### src/rtl/imm_gen_pipe_pkg.sv
// ---------------------------------------------------------------------------
// imm_pkg
//   Shared definitions for the immediate generator pipeline stage.
//   - imm_sel_t      : 3-bit immediate format select carried on in_sel
//   - IMM_* codes    : encodings of the select field
//   - sel_is_reserved: true for the select code that has no defined format
//
//   The stored entry {imm, tag, illegal} depends on the XLEN and TAG_W
//   parameters of the instantiating module, so it is declared there.
// ---------------------------------------------------------------------------
package imm_pkg;

    typedef logic [2:0] imm_sel_t;

    localparam imm_sel_t IMM_NONE  = 3'd0;  // no immediate, result is zero
    localparam imm_sel_t IMM_I     = 3'd1;  // loads, ALU-immediate, JALR
    localparam imm_sel_t IMM_S     = 3'd2;  // stores
    localparam imm_sel_t IMM_B     = 3'd3;  // conditional branches
    localparam imm_sel_t IMM_U     = 3'd4;  // LUI / AUIPC
    localparam imm_sel_t IMM_J     = 3'd5;  // JAL
    localparam imm_sel_t IMM_SHAMT = 3'd6;  // shift-by-immediate amount
    localparam imm_sel_t IMM_RSV   = 3'd7;  // reserved, flagged illegal

    function automatic logic sel_is_reserved(input imm_sel_t sel);
        return sel == IMM_RSV;
    endfunction

endpackage

### src/rtl/imm_gen_pipe_if.sv
// ---------------------------------------------------------------------------
// imm_gen_pipe_if
//   Handshake bundle of the immediate generator stage.
//   Upstream side : flush, in_valid, in_ready, in_instr, in_sel, in_tag
//   Downstream    : out_valid, out_ready, out_imm, out_tag, out_illegal
//   Modports:
//     slave  - the immediate generator itself
//     master - the environment (decode front end and operand-mux consumer)
// ---------------------------------------------------------------------------
interface imm_gen_pipe_if
    import imm_pkg::*;
#(
    parameter int XLEN  = 32,
    parameter int TAG_W = 32
) ();

    logic             flush;
    logic             in_valid;
    logic             in_ready;
    logic [31:0]      in_instr;
    imm_sel_t         in_sel;
    logic [TAG_W-1:0] in_tag;

    logic             out_valid;
    logic             out_ready;
    logic [XLEN-1:0]  out_imm;
    logic [TAG_W-1:0] out_tag;
    logic             out_illegal;

    modport slave (
        input  flush,
        input  in_valid,
        output in_ready,
        input  in_instr,
        input  in_sel,
        input  in_tag,
        output out_valid,
        input  out_ready,
        output out_imm,
        output out_tag,
        output out_illegal
    );

    modport master (
        output flush,
        output in_valid,
        input  in_ready,
        output in_instr,
        output in_sel,
        output in_tag,
        input  out_valid,
        output out_ready,
        input  out_imm,
        input  out_tag,
        input  out_illegal
    );

endinterface

### src/rtl/imm_gen_pipe_decode.sv
// ---------------------------------------------------------------------------
// imm_decode
//   Purely combinational immediate extraction for RV32I/RV64I.
//   Ports:
//     instr   in  32    instruction word
//     sel     in  3     immediate format select (imm_pkg::IMM_*)
//     imm     out XLEN  sign-extended (or, for shifts, zero-extended) value
//     illegal out 1     select code is reserved
//   Parameter XLEN: 32 or 64.
// ---------------------------------------------------------------------------
module imm_decode
    import imm_pkg::*;
#(
    parameter int XLEN = 32
) (
    input  logic [31:0]     instr,
    input  imm_sel_t        sel,
    output logic [XLEN-1:0] imm,
    output logic            illegal
);

    // Every format is first assembled as a 32-bit value whose bit 31 is the
    // correct sign for widening; shift amounts keep bit 31 clear so the same
    // sign extension zero-extends them.
    logic [31:0] raw;

    // The opcode field never contributes to any immediate.
    logic unused_opcode;
    assign unused_opcode = ^instr[6:0];

    always_comb begin
        // NOTE: defaults first so every path assigns raw/illegal; otherwise
        // the case below would infer latches.
        raw     = '0;
        illegal = 1'b0;
        case (sel)
            IMM_NONE:  raw = '0;
            IMM_I:     raw = {{20{instr[31]}}, instr[31:20]};
            IMM_S:     raw = {{20{instr[31]}}, instr[31:25], instr[11:7]};
            IMM_B:     raw = {{20{instr[31]}}, instr[7], instr[30:25],
                              instr[11:8], 1'b0};
            IMM_U:     raw = {instr[31:12], 12'b0};
            IMM_J:     raw = {{12{instr[31]}}, instr[19:12], instr[20],
                              instr[30:21], 1'b0};
            // RV64 shifts use a 6-bit amount, RV32 a 5-bit one.
            IMM_SHAMT: raw = (XLEN == 64) ? {26'b0, instr[25:20]}
                                          : {27'b0, instr[24:20]};
            IMM_RSV:   illegal = sel_is_reserved(sel);
        endcase
    end

    // Widen to XLEN by replicating bit 31 (identity when XLEN is 32).
    assign imm = XLEN'($signed(raw));

endmodule

### src/rtl/imm_gen_pipe.sv
// ---------------------------------------------------------------------------
// imm_gen_pipe
//   Registered immediate generator for the decode stage. One instruction
//   word per cycle enters, its immediate appears one cycle later. A main
//   entry drives the outputs and a single skid entry absorbs the word that
//   arrives in the same cycle downstream stalls, so in_ready can be a pure
//   register output with no combinational path from out_ready.
//   Ports:
//     clk    in  clock, rising edge
//     rst_n  in  asynchronous active-low reset, clears all entries
//     bus    slave modport of imm_gen_pipe_if (valid/ready on both sides,
//            synchronous flush, immediate/tag/illegal outputs)
//   Parameters: XLEN (32 or 64), TAG_W (sideband tag width).
// ---------------------------------------------------------------------------
module imm_gen_pipe
    import imm_pkg::*;
#(
    parameter int XLEN  = 32,
    parameter int TAG_W = 32
) (
    input  logic          clk,
    input  logic          rst_n,
    imm_gen_pipe_if.slave bus
);

    typedef struct packed {
        logic [XLEN-1:0]  imm;
        logic [TAG_W-1:0] tag;
        logic             illegal;
    } entry_t;

    entry_t dec_entry;
    entry_t main_q;
    entry_t skid_q;
    logic   main_valid;
    logic   skid_valid;

    logic [XLEN-1:0] dec_imm;
    logic            dec_illegal;

    logic accept;     // input transfer this cycle
    logic consume;    // output transfer this cycle
    logic main_free;  // main can load a new entry at this edge

    imm_decode #(
        .XLEN (XLEN)
    ) u_decode (
        .instr   (bus.in_instr),
        .sel     (bus.in_sel),
        .imm     (dec_imm),
        .illegal (dec_illegal)
    );

    assign dec_entry = '{imm: dec_imm, tag: bus.in_tag, illegal: dec_illegal};

    // A held skid entry means both slots are occupied.
    assign bus.in_ready = !skid_valid;

    assign accept    = bus.in_valid && !skid_valid;
    assign consume   = main_valid && bus.out_ready;
    assign main_free = !main_valid || consume;

    // Main entry and all valid flags. Reset is asynchronous so out_valid
    // drops as soon as rst_n falls.
    always_ff @(posedge clk or negedge rst_n) begin
        // NOTE: sequential state uses non-blocking assignments only, so every
        // register samples pre-edge values regardless of statement order.
        if (!rst_n) begin
            main_valid <= 1'b0;
            skid_valid <= 1'b0;
            main_q     <= '0;
        end else if (bus.flush) begin
            main_valid <= 1'b0;
            skid_valid <= 1'b0;
        end else if (main_free) begin
            if (skid_valid) begin
                // The older skid word always goes first; no input can be
                // accepted this cycle because in_ready is low.
                main_q     <= skid_q;
                main_valid <= 1'b1;
                skid_valid <= 1'b0;
            end else begin
                main_valid <= accept;
                if (accept) begin
                    main_q <= dec_entry;
                end
            end
        end else if (accept) begin
            // Main is stalled and occupied: park the word in the skid slot.
            skid_valid <= 1'b1;
        end
    end

    // Skid payload is only loaded when it becomes valid.
    always_ff @(posedge clk) begin
        // NOTE: skid payload has no reset; skid_valid qualifies it, so its
        // power-up contents are never observed.
        if (!bus.flush && !main_free && accept) begin
            skid_q <= dec_entry;
        end
    end

    // Outputs come straight from the main register, so they hold steady
    // while out_valid is high and out_ready is low.
    assign bus.out_valid   = main_valid;
    assign bus.out_imm     = main_q.imm;
    assign bus.out_tag     = main_q.tag;
    assign bus.out_illegal = main_q.illegal;

endmodule

### src/flat_wrapper.sv
// flat-port wrapper written by rule: the top's interface ports become plain ports
module imm_gen_pipe_flat import imm_pkg::*;
#(
    parameter int XLEN  = 32,
    parameter int TAG_W = 32
)
  (clk, rst_n, bus_flush, bus_in_valid, bus_in_ready, bus_in_instr, bus_in_sel, bus_in_tag, bus_out_valid, bus_out_ready, bus_out_imm, bus_out_tag, bus_out_illegal);
  imm_gen_pipe_if #(.XLEN(XLEN), .TAG_W(TAG_W)) bus_i ();
  input  logic clk;
  input  logic rst_n;
  input wire logic [$bits(bus_i.flush)-1:0] bus_flush;
  input wire logic [$bits(bus_i.in_valid)-1:0] bus_in_valid;
  output wire logic [$bits(bus_i.in_ready)-1:0] bus_in_ready;
  input wire logic [$bits(bus_i.in_instr)-1:0] bus_in_instr;
  input wire logic [$bits(bus_i.in_sel)-1:0] bus_in_sel;
  input wire logic [$bits(bus_i.in_tag)-1:0] bus_in_tag;
  output wire logic [$bits(bus_i.out_valid)-1:0] bus_out_valid;
  input wire logic [$bits(bus_i.out_ready)-1:0] bus_out_ready;
  output wire logic [$bits(bus_i.out_imm)-1:0] bus_out_imm;
  output wire logic [$bits(bus_i.out_tag)-1:0] bus_out_tag;
  output wire logic [$bits(bus_i.out_illegal)-1:0] bus_out_illegal;
  assign bus_i.flush = bus_flush;
  assign bus_i.in_valid = bus_in_valid;
  assign bus_in_ready = bus_i.in_ready;
  assign bus_i.in_instr = bus_in_instr;
  assign bus_i.in_sel = bus_in_sel;
  assign bus_i.in_tag = bus_in_tag;
  assign bus_out_valid = bus_i.out_valid;
  assign bus_i.out_ready = bus_out_ready;
  assign bus_out_imm = bus_i.out_imm;
  assign bus_out_tag = bus_i.out_tag;
  assign bus_out_illegal = bus_i.out_illegal;
  imm_gen_pipe #(.XLEN(XLEN), .TAG_W(TAG_W)) u_core (.clk(clk), .rst_n(rst_n), .bus(bus_i));
endmodule
### config.mk
export PLATFORM = sky130hd
export DESIGN_NAME = imm_gen_pipe_flat
export DESIGN_NICKNAME = d
export VERILOG_FILES = /design/src/rtl/imm_gen_pipe_pkg.sv /design/src/rtl/imm_gen_pipe_if.sv /design/src/rtl/imm_gen_pipe_decode.sv /design/src/rtl/imm_gen_pipe.sv /design/src/flat_wrapper.sv
export SDC_FILE = /design/constraint.sdc
export NUM_CORES = 1
export LEC_CHECK = 0
export ABC_CLOCK_PERIOD_IN_PS = 10000
export CORE_MARGIN = 5
export CORE_UTILIZATION = 50
export DETAILED_ROUTE_END_ITERATION = 8
export HOLD_SLACK_MARGIN = 0.02
export PLACE_DENSITY = 0.8
export SLEW_MARGIN = 20
export SYNTH_ARGS = -nofsm -noshare
export SYNTH_HDL_FRONTEND = slang
export SYNTH_SLANG_ARGS = --single-unit
### constraint.sdc
create_clock -name clk -period 10 [get_ports clk]
set_clock_uncertainty 0.2 [all_clocks]
set_input_delay 2 -clock clk [delete_from_list [all_inputs] [get_ports clk]]
set_output_delay 2 -clock clk [all_outputs]
set_load 0.01 [all_outputs]
# Yosys cells after proc, flatten, opt, wreduce, memory -nomap -nowiden
# Index checks and enable logic that the tools add are counted.
[totals]
regBits = 132
inputBits = 72
out_inout_bits = 67
word_cells = 39
[classes]
n_eq_ne = 7
n_mux = 10
n_bitwise = 1
reduce_logical = 13
[ops]
columns = ["operator", "count"]
rows = [
  ["32-bit case mux with 6 select lines", 1],
  ["65-bit 2-to-1 mux", 2],
  ["3-bit == test, second input constant", 4],
  ["1-bit 2-to-1 mux", 7],
  ["3-bit by 2-bit == test with 1-bit output, second input constant", 2],
  ["1-bit logical AND", 4],
  ["1-bit logical NOT", 4],
  ["2-bit nonzero test", 2],
  ["3-bit by 1-bit == test with 1-bit output, second input constant", 1],
  ["3-bit AND reduction", 1],
  ["3-bit nonzero test", 1],
  ["1-bit logical OR", 1],
  ["1-bit NOT", 1],
]

# Longest topological paths before layout
# Gate-level depths: netlist of the first run.
[depth]
depth_word = 5
ltp_mapped = 5
depth_no_buf = 3

# Cells and area by module
# From an unflattened synthesis of the first run, not the netlist that was laid out.
[hier_totals]
cells_unflattened = 356
hier_area_um2 = 6023.3
[by_module_without_submodules]
columns = ["mod", "n_inst", "cells_each", "area_per_inst_um2", "seq_area_each_um2"]
rows = [
  ["imm_gen_pipe", 1, 285, 5580.4, 3628.5],
  ["imm_decode", 1, 71, 442.9, 0.0],
]

# Least setup slack after synthesis of the first run
# No wires, ideal clock.
[synth_timing]
path_type = "input to register"
startpoint = "input port bus_out_ready"
endpoint = "register u_core.skid_q[0] in the netlist's numbering (enable)"
setup_time_ns = 0.674
arrival_ns = 9.005
t_required_ns = 9.126
slack_ns = 0.121
stages = 3
path_buffers = 1
path_cell_list = "nand2b_1 -> buf_2 -> nor4b_1"
[synth_between]
elab_chain_cells = 5
[synth_rtl]
columns = ["element", "line_no", "source"]
rows = [
  ["start: declaration", "flat_wrapper.sv:18", "input wire logic [$bits(bus_i.out_ready)-1:0] bus_out_ready;"],
  ["1-bit logical AND", "imm_gen_pipe.sv:60", "assign consume = main_valid && bus.out_ready;"],
  ["1-bit logical OR", "imm_gen_pipe.sv:61", "assign main_free = !main_valid || consume;"],
  ["1-bit logical NOT", "imm_gen_pipe.sv:98", "if (!bus.flush && !main_free && accept) begin"],
  ["1-bit logical AND (2 in series)", "imm_gen_pipe.sv:98", ""],
  ["end signal: assignment", "imm_gen_pipe.sv:99", "skid_q <= dec_entry;"],
  ["end: declaration", "imm_gen_pipe.sv:34", "entry_t skid_q;"],
]
# No other way between the ends.
# A chain may end at the register's enable or synchronous reset.

# Worst setup path in the final report of the first run
[layout_timing]
startpoint = "register u_core.skid_valid"
endpoint = "output port bus_in_ready"
[layout_between]
elab_chain_cells = 1
[layout_rtl]
columns = ["element", "line_no", "source"]
rows = [
  ["start: declaration", "imm_gen_pipe.sv:36", "logic skid_valid;"],
  ["start signal: assignment", "imm_gen_pipe.sv:70", "skid_valid <= 1'b0;"],
  ["start signal: assignment", "imm_gen_pipe.sv:74", "skid_valid <= 1'b0;"],
  ["start signal: assignment", "imm_gen_pipe.sv:81", "skid_valid <= 1'b0;"],
  ["1-bit logical NOT", "imm_gen_pipe.sv:57", "assign bus.in_ready = !skid_valid;"],
  ["end: declaration", "flat_wrapper.sv:13", "output wire logic [$bits(bus_i.in_ready)-1:0] bus_in_ready;"],
]
# No other way between the ends.

==> results of run 1 <==
## cells in the mapped netlist (2+ instances only)
cell,instances,area [um^2]
nand2_1,7,26.28
nand4_1,4,25.02
and4b_1,4,40.04
buf_2,19,95.09
a221oi_2,5,75.07
buf_6,5,56.30
nor4_1,11,68.82
a221oi_1,7,61.31
or3_1,11,68.82
a21o_1,8,60.06
mux2i_1,35,350.3
o31ai_1,20,150.1
o21ai_0,90,450.4
edfxtp_1,65,1952
inv_1,11,41.29
and4bb_2,11,137.6
clkbuf_1,13,48.80
o211ai_1,5,37.54
nor3_1,8,40.04
and2b_1,4,30.03
nor2_1,23,86.33
nand2b_1,5,31.28
mux2_1,6,67.56
o41ai_2,3,48.80
clkbuf_2,5,25.02
o41ai_1,4,35.03
and3b_1,2,17.52
dfrtp_1,67,1677
buf_4,5,37.54
## final timing paths
kind / start / endpoint / slack, ns
min: u_core.bus.out_imm[9]$_DFFE_PN0P_ / u_core.bus.out_imm[9]$_DFFE_PN0P_ / 0.30
min in group asynchronous: rst_n / u_core.bus.out_tag[28]$_DFFE_PN0P_ / 1.53
min reg2reg: u_core.bus.out_imm[9]$_DFFE_PN0P_ / u_core.bus.out_imm[9]$_DFFE_PN0P_ / 0.30
max in group asynchronous: rst_n / u_core.skid_valid$_DFFE_PN0P_ / 7.41
max: u_core.skid_valid$_DFFE_PN0P_ / bus_in_ready / 5.42
max reg2reg: u_core.skid_valid$_DFFE_PN0P_ / u_core.bus.out_imm[6]$_DFFE_PN0P_ / 7.09
## metal layers
metal | global-route usage | vias to the layer above | part of all wire
met5 | 0 | - | 0
met4 | 0.07301 | 0 | 0.015
met3 | 0.06032 | 25 | 0.072
met2 | 0.3598 | 173 | 0.50
met1 | 0.2676 | 2289 | 0.41
li1 | - | 2059 | -
## registers in the layout, indices dropped and copies added, names as in the netlist
name and count:
u_core.bus.out_tag 32, u_core.bus.out_valid 1, u_core.skid_valid 1, u_core.bus.out_illegal 1, u_core.bus.out_imm 32, u_core.skid_q 65
## where the power goes
part	switching (W)	internal, W
clock	0.000231	0.000352
sequential	0.0000265	0.000619
combinational	0.000114	0.000135
total	0.000371	0.00111
## area by class of cell
| class | count | area share |
|---|---|---|
| timing repair buffer | 137 | 0.1739 |
| multi-input combinational | 293 | 0.2660 |
| clock inverter | 13 | 0.01394 |
| sequential | 132 | 0.4598 |
| clock buffer | 19 | 0.05734 |
| inverter | 12 | 0.005703 |
| tap | 147 | 0.02329 |
## cell families after synthesis
family / Yosys count / synth area share
compound gates: 150 / 0.1652
buf+inv: 59 / 0.05120
flops: 132 / 0.6035
mux: 42 / 0.07138
simple gates: 101 / 0.1086
## per-stage QoR
stage | instance area (um^2) | hold WS [ns] | setup WS, ns | cells | power (W)
floorplan | 6012 | 0.2899 | 0.1209 | 484 | 0.0007562
global placement | 7308 | 0.2806 | 5.491 | 720 | 0.0008933
detailed placement | 7308 | 0.2865 | 5.377 | 720 | 0.0009036
CTS | 7871 | 0.3019 | 5.411 | 752 | 0.001489
global route | 7899 | 0.3270 | 5.305 | 753 | 0.001537
finish | 7899 | 0.3025 | 5.416 | 753 | 0.001477
==> key figures, run 1 <==
Worst setup path
  • Crit-path slowest cell: dfrtp_4
  • Slowest stage delay, CP: between 1 and 1.5 ns
  • CP Max Fanout: 74
  • CP Capture Type: primary output
  • Worst Path Buf+Inv: 2
  • Stages on worst setup path: 2
  • Worst path cell trace: clkinv_1, clkdlybuf4s50_1
  • CP Data Arrival Time: 2.38 ns
  • Worst Path Required: between 7 and 8 ns
  • Worst Path Class, Setup: flip-flop to primary output
  • CP top delay family: flip-flops
  • Worst Setup Start Kind: flip-flop
  • Worst reg2reg path depth: 4

Layout
  • Highest-count cells in the layout ignoring fill and taps: clkdlybuf4s50_1, o21ai_0, dfrtp_1, edfxtp_1, mux2i_1
  • Reg area: 3632 um^2
  • Area growth syn-to-layout: 31.38%
  • Ant diodes: 0
  • Multi-input logic area: around 2100 um^2
  • Post-layout util: 0.6631
  • Most common cell after layout, fill and taps aside: clkdlybuf4s50_1
  • Layout cells sized above 1: 0.1122
  • Layout Nets: roughly 670
  • Fillers: approximately 900

Synthesis
  • Synth Register Bits: 132
  • Post-synth design cell area: roughly 6000 um^2
  • EDFF count, synth: between 60 and 70
  • Ys flop type: dfrtp_1
  • Count of cell types in the netlist: 50
  • Post-Syn Nets: around 560
  • Seq/Total Area, Yosys: 0.6035
  • Post-Synthesis Cells: 484
  • Synth async-reset ratio: 0.5076
  • Avg Inst Size Synth: around 12 um^2
  • Ys Warns: 0

Pwr
  • Leakage: slightly below 3 nW
  • PD cells: around 190 nW/um^2
  • Max VDD drop: between 0.00008 and 0.00009 V

Routing
  • Wire length per cell: ~20 um
  • DR vias: 4546
  • Routed Antenna Nets: 0
  • DRT iter0 DRCs: ~370
  • Via density per instance: approximately 6
  • DRC: 0
  • Routed wire length: 15250 um
  • DRT Pass-1 Iters: 7

Clocking
  • Clock Tree Root: clkbuf_16
  • CTS H-tree depth: 4
  • Post-CTS Setup Bufs: 0
  • CTS tree: done
  • Cts repair resizes: 0
  • Clk sink count: about 130
  • Hold Buf Count CTS: 0
  • Cts bufs inserted: 17
  • Worst-path clk slew: ~0.06 ns
  • Maximum clock path buffer count: 2
  • Worst-Skew Late Latency: roughly 0.42 ns

Floorplan
  • FP Rows: 40
  • Die area: 14320 um^2
  • Io pins: about 140
  • Initial Util: 0.5047
  • Height of the chip: 119.7 um
  • Width of the die: approximately 120 um
  • Core footprint: between 10000 and 15000 um^2

Place
  • Placer Congestion: ~0.8
  • Port Buffers: about 130
  • DP HPWL: approximately 9600 um

STA
  • Final period util: 0.4584
  • Hold Fails Final Rpt: 0
  • Fmax: approximately 220 MHz
  • Worst slew pin tran: 1.061 ns
  • RSZ-0062 raised after global routing: no
  • Minimum clock period: 4.584 ns
  • Setup violations, final: 0
  • Total negative slack: 0 ns
  • Max Slew Vio Count: 0
  • Max-Slew Margin vs Limit: 0.2928

Run status
  • Status: finished clean

Global route
  • Grt total ovfl: 0
  • First-pass GRT wire length: approximately 24000 um
  • Initial antenna violation count: 0
  • Overall Global Routing Usage: 0.2144
  • Vias in the first global route: 4631
  • Largest net degree at the start of global routing: 75

Run
  • # Max-Cap Violations: 0

Hold path
  • Worst hold path class: flip-flop to flip-flop
  • Hold Path Depth: 1
(Power assumes the default switching activity.)
==> inputs of run 2 (changes only) <==
ABC_CLOCK_PERIOD_IN_PS = 3900   (was 10000)
CORE_UTILIZATION = 45   (was 50)
PLACE_DENSITY = 0.76   (was 0.8)
clock period = 3.9 ns   (was 10 ns; I/O delays follow)
==> key figures, run 2 (synthesized netlist as in run 1, its figures left out) <==
Run status
  • Status: finished clean

Routing
  • Wire length per cell: around 19 um
  • DRT Pass-1 Iters: 4
  • Routed Antenna Nets: 0
  • DRT iter0 DRCs: 398
  • Routed wire length: between 15000 and 20000 um
  • DR vias: between 4000 and 5000
  • Via density per instance: between 5 and 6
  • DRC: 0

Place
  • Port Buffers: ~130
  • Post-Place Cell Area: about 7400 um^2
  • Dpl ws: around 0.84 ns
  • DP HPWL: just under 10000 um
  • Placer Congestion: 0.7516

Clocking
  • Clk sink count: between 100 and 150
  • CTS tree: done
  • Post-CTS Setup Bufs: 0
  • Maximum clock path buffer count: 2
  • Worst-Skew Late Latency: around 0.42 ns
  • Clock Tree Root: clkbuf_16
  • Worst-path clk slew: approximately 0.06 ns
  • CTS H-tree depth: 4
  • Cts bufs inserted: 17
  • Hold Buf Count CTS: 0
  • Cts repair resizes: 0

STA
  • Fmax: about 340 MHz
  • Final period util: 0.7517
  • Worst slew pin tran: 0.9168 ns
  • Hold Fails Final Rpt: 0
  • Max Slew Vio Count: 0
  • Setup violations, final: 0
  • Max-Slew Margin vs Limit: 0.3888
  • Total negative slack: 0 ns
  • RSZ-0062 raised after global routing: no
  • Minimum clock period: 2.932 ns
  • Setup ws final: 0.9682 ns

Layout
  • Layout Nets: 670
  • Area growth syn-to-layout: 33.40%
  • Final instance area: ~8000 um^2
  • Ant diodes: 0
  • Most common cell after layout, fill and taps aside: clkdlybuf4s50_1
  • Highest-count cells in the layout ignoring fill and taps: clkdlybuf4s50_1, o21ai_0, dfrtp_1, edfxtp_1, mux2i_1
  • Biggest register: u_core.skid_q
  • Largest register FFs: 65
  • Layout cells sized above 1: 0.1146

Global route
  • Vias in the first global route: between 4000 and 5000
  • Initial antenna violation count: 0
  • Largest net degree at the start of global routing: 68
  • First-pass GRT wire length: approximately 25000 um
  • Overall Global Routing Usage: 0.1946
  • Grt total ovfl: 0

Worst setup path
  • CP Max Fanout: 44
  • Worst Setup Start Kind: flip-flop
  • CP Data Arrival Time: 1.95 ns
  • Reg2reg setup slack: roughly 1.7 ns
  • Worst Path Class, Setup: flip-flop to primary output
  • CP Capture Type: primary output
  • Worst Path Required: 2.92 ns

Floorplan
  • Core footprint: approximately 13000 um^2
  • Width of the die: ~130 um
  • Height of the chip: roughly 130 um
  • Die area: roughly 16000 um^2
  • Initial Util: 0.4558
  • Io pins: 139
  • FP Rows: 42

Pwr
  • Max VDD drop: 0.0002756 V
  • Final total power: ~0.0040 W
  • PD cells: 492.7 nW/um^2
  • Leakage: roughly 3.0 nW

Run
  • # Max-Cap Violations: 0

Hold path
  • Worst hold path class: flip-flop to flip-flop
==> run 2: cell count changes in the layout (fill, tap and decap cells not counted), moves of 3 or more <==
cell,before,now
buf_4,6,11
clkinvlp_4,7,2
clkbuf_1,0,4
bufinv_16,1,4
==> run 2: per-stage QoR <==
| stage | hold slack, ns | util | std cells |
|---|---|---|---|
| 6_report | 0.2975 | 0.6080 | 787 |
| 2_1_floorplan | 0.2844 | - | 484 |
| 3_5_place_dp | 0.2856 | 0.5618 | 755 |
| 5_1_grt | 0.3258 | 0.6080 | 787 |
| 4_1_cts | 0.2989 | 0.6080 | 787 |
| 3_3_place_gp | 0.2801 | 0.5618 | 755 |
==> run 2: critical path, stage by stage, from the launching register on <==
cell and delay [ns]:
dfrtp_4 0.77, clkinv_1 0.20, clkdlybuf4s50_1 0.53
==> run 2: area by class of cell <==
| type | instances | area [um^2] |
|---|---|---|
| fillers | 1047 | 5170 |
| flip-flops and latches | 132 | 3632 |
| multi-input cells | 293 | 2110 |
| repair buffers | 142 | 1404 |
| clock buffers | 22 | 454.2 |
| well taps | 176 | 220.2 |
| clock inverters | 10 | 155.1 |
| inverters | 12 | 45.04 |
==> run 2: routing by layer <==
| metal | global-route usage | wire (um) | vias up |
|---|---|---|---|
| met5 | 0 | 0 | - |
| met4 | 0.06760 | 211 | 0 |
| met3 | 0.05885 | 1053 | 23 |
| met2 | 0.3068 | 7261 | 171 |
| met1 | 0.2570 | 6707 | 2239 |
| li1 | - | - | 2075 |
==> run 2: where the power goes <==
part           total [W]  internal [W]  switching [W]  leakage, nW
registers        0.00166       0.00159      0.0000669         1.44
logic           0.000638      0.000348       0.000290         1.31
clock network    0.00166       0.00108       0.000577        0.294
total            0.00395       0.00302       0.000934         3.04
==> run 2: path summary, 6_finish.rpt <==
path                            depth (start not counted)                            endpoint                              start
worst max-delay path                                    2                        bus_in_ready      u_core.skid_valid$_DFFE_PN0P_
max in group asynchronous                               1       u_core.skid_valid$_DFFE_PN0P_                              rst_n
worst min-delay path                                    1   u_core.bus.out_imm[8]$_DFFE_PN0P_  u_core.bus.out_imm[8]$_DFFE_PN0P_
min in group asynchronous                               1  u_core.bus.out_tag[23]$_DFFE_PN0P_                              rst_n
worst min register to register                          1   u_core.bus.out_imm[8]$_DFFE_PN0P_  u_core.bus.out_imm[8]$_DFFE_PN0P_
worst max register to register                          4  u_core.bus.out_imm[12]$_DFFE_PN0P_      u_core.skid_valid$_DFFE_PN0P_
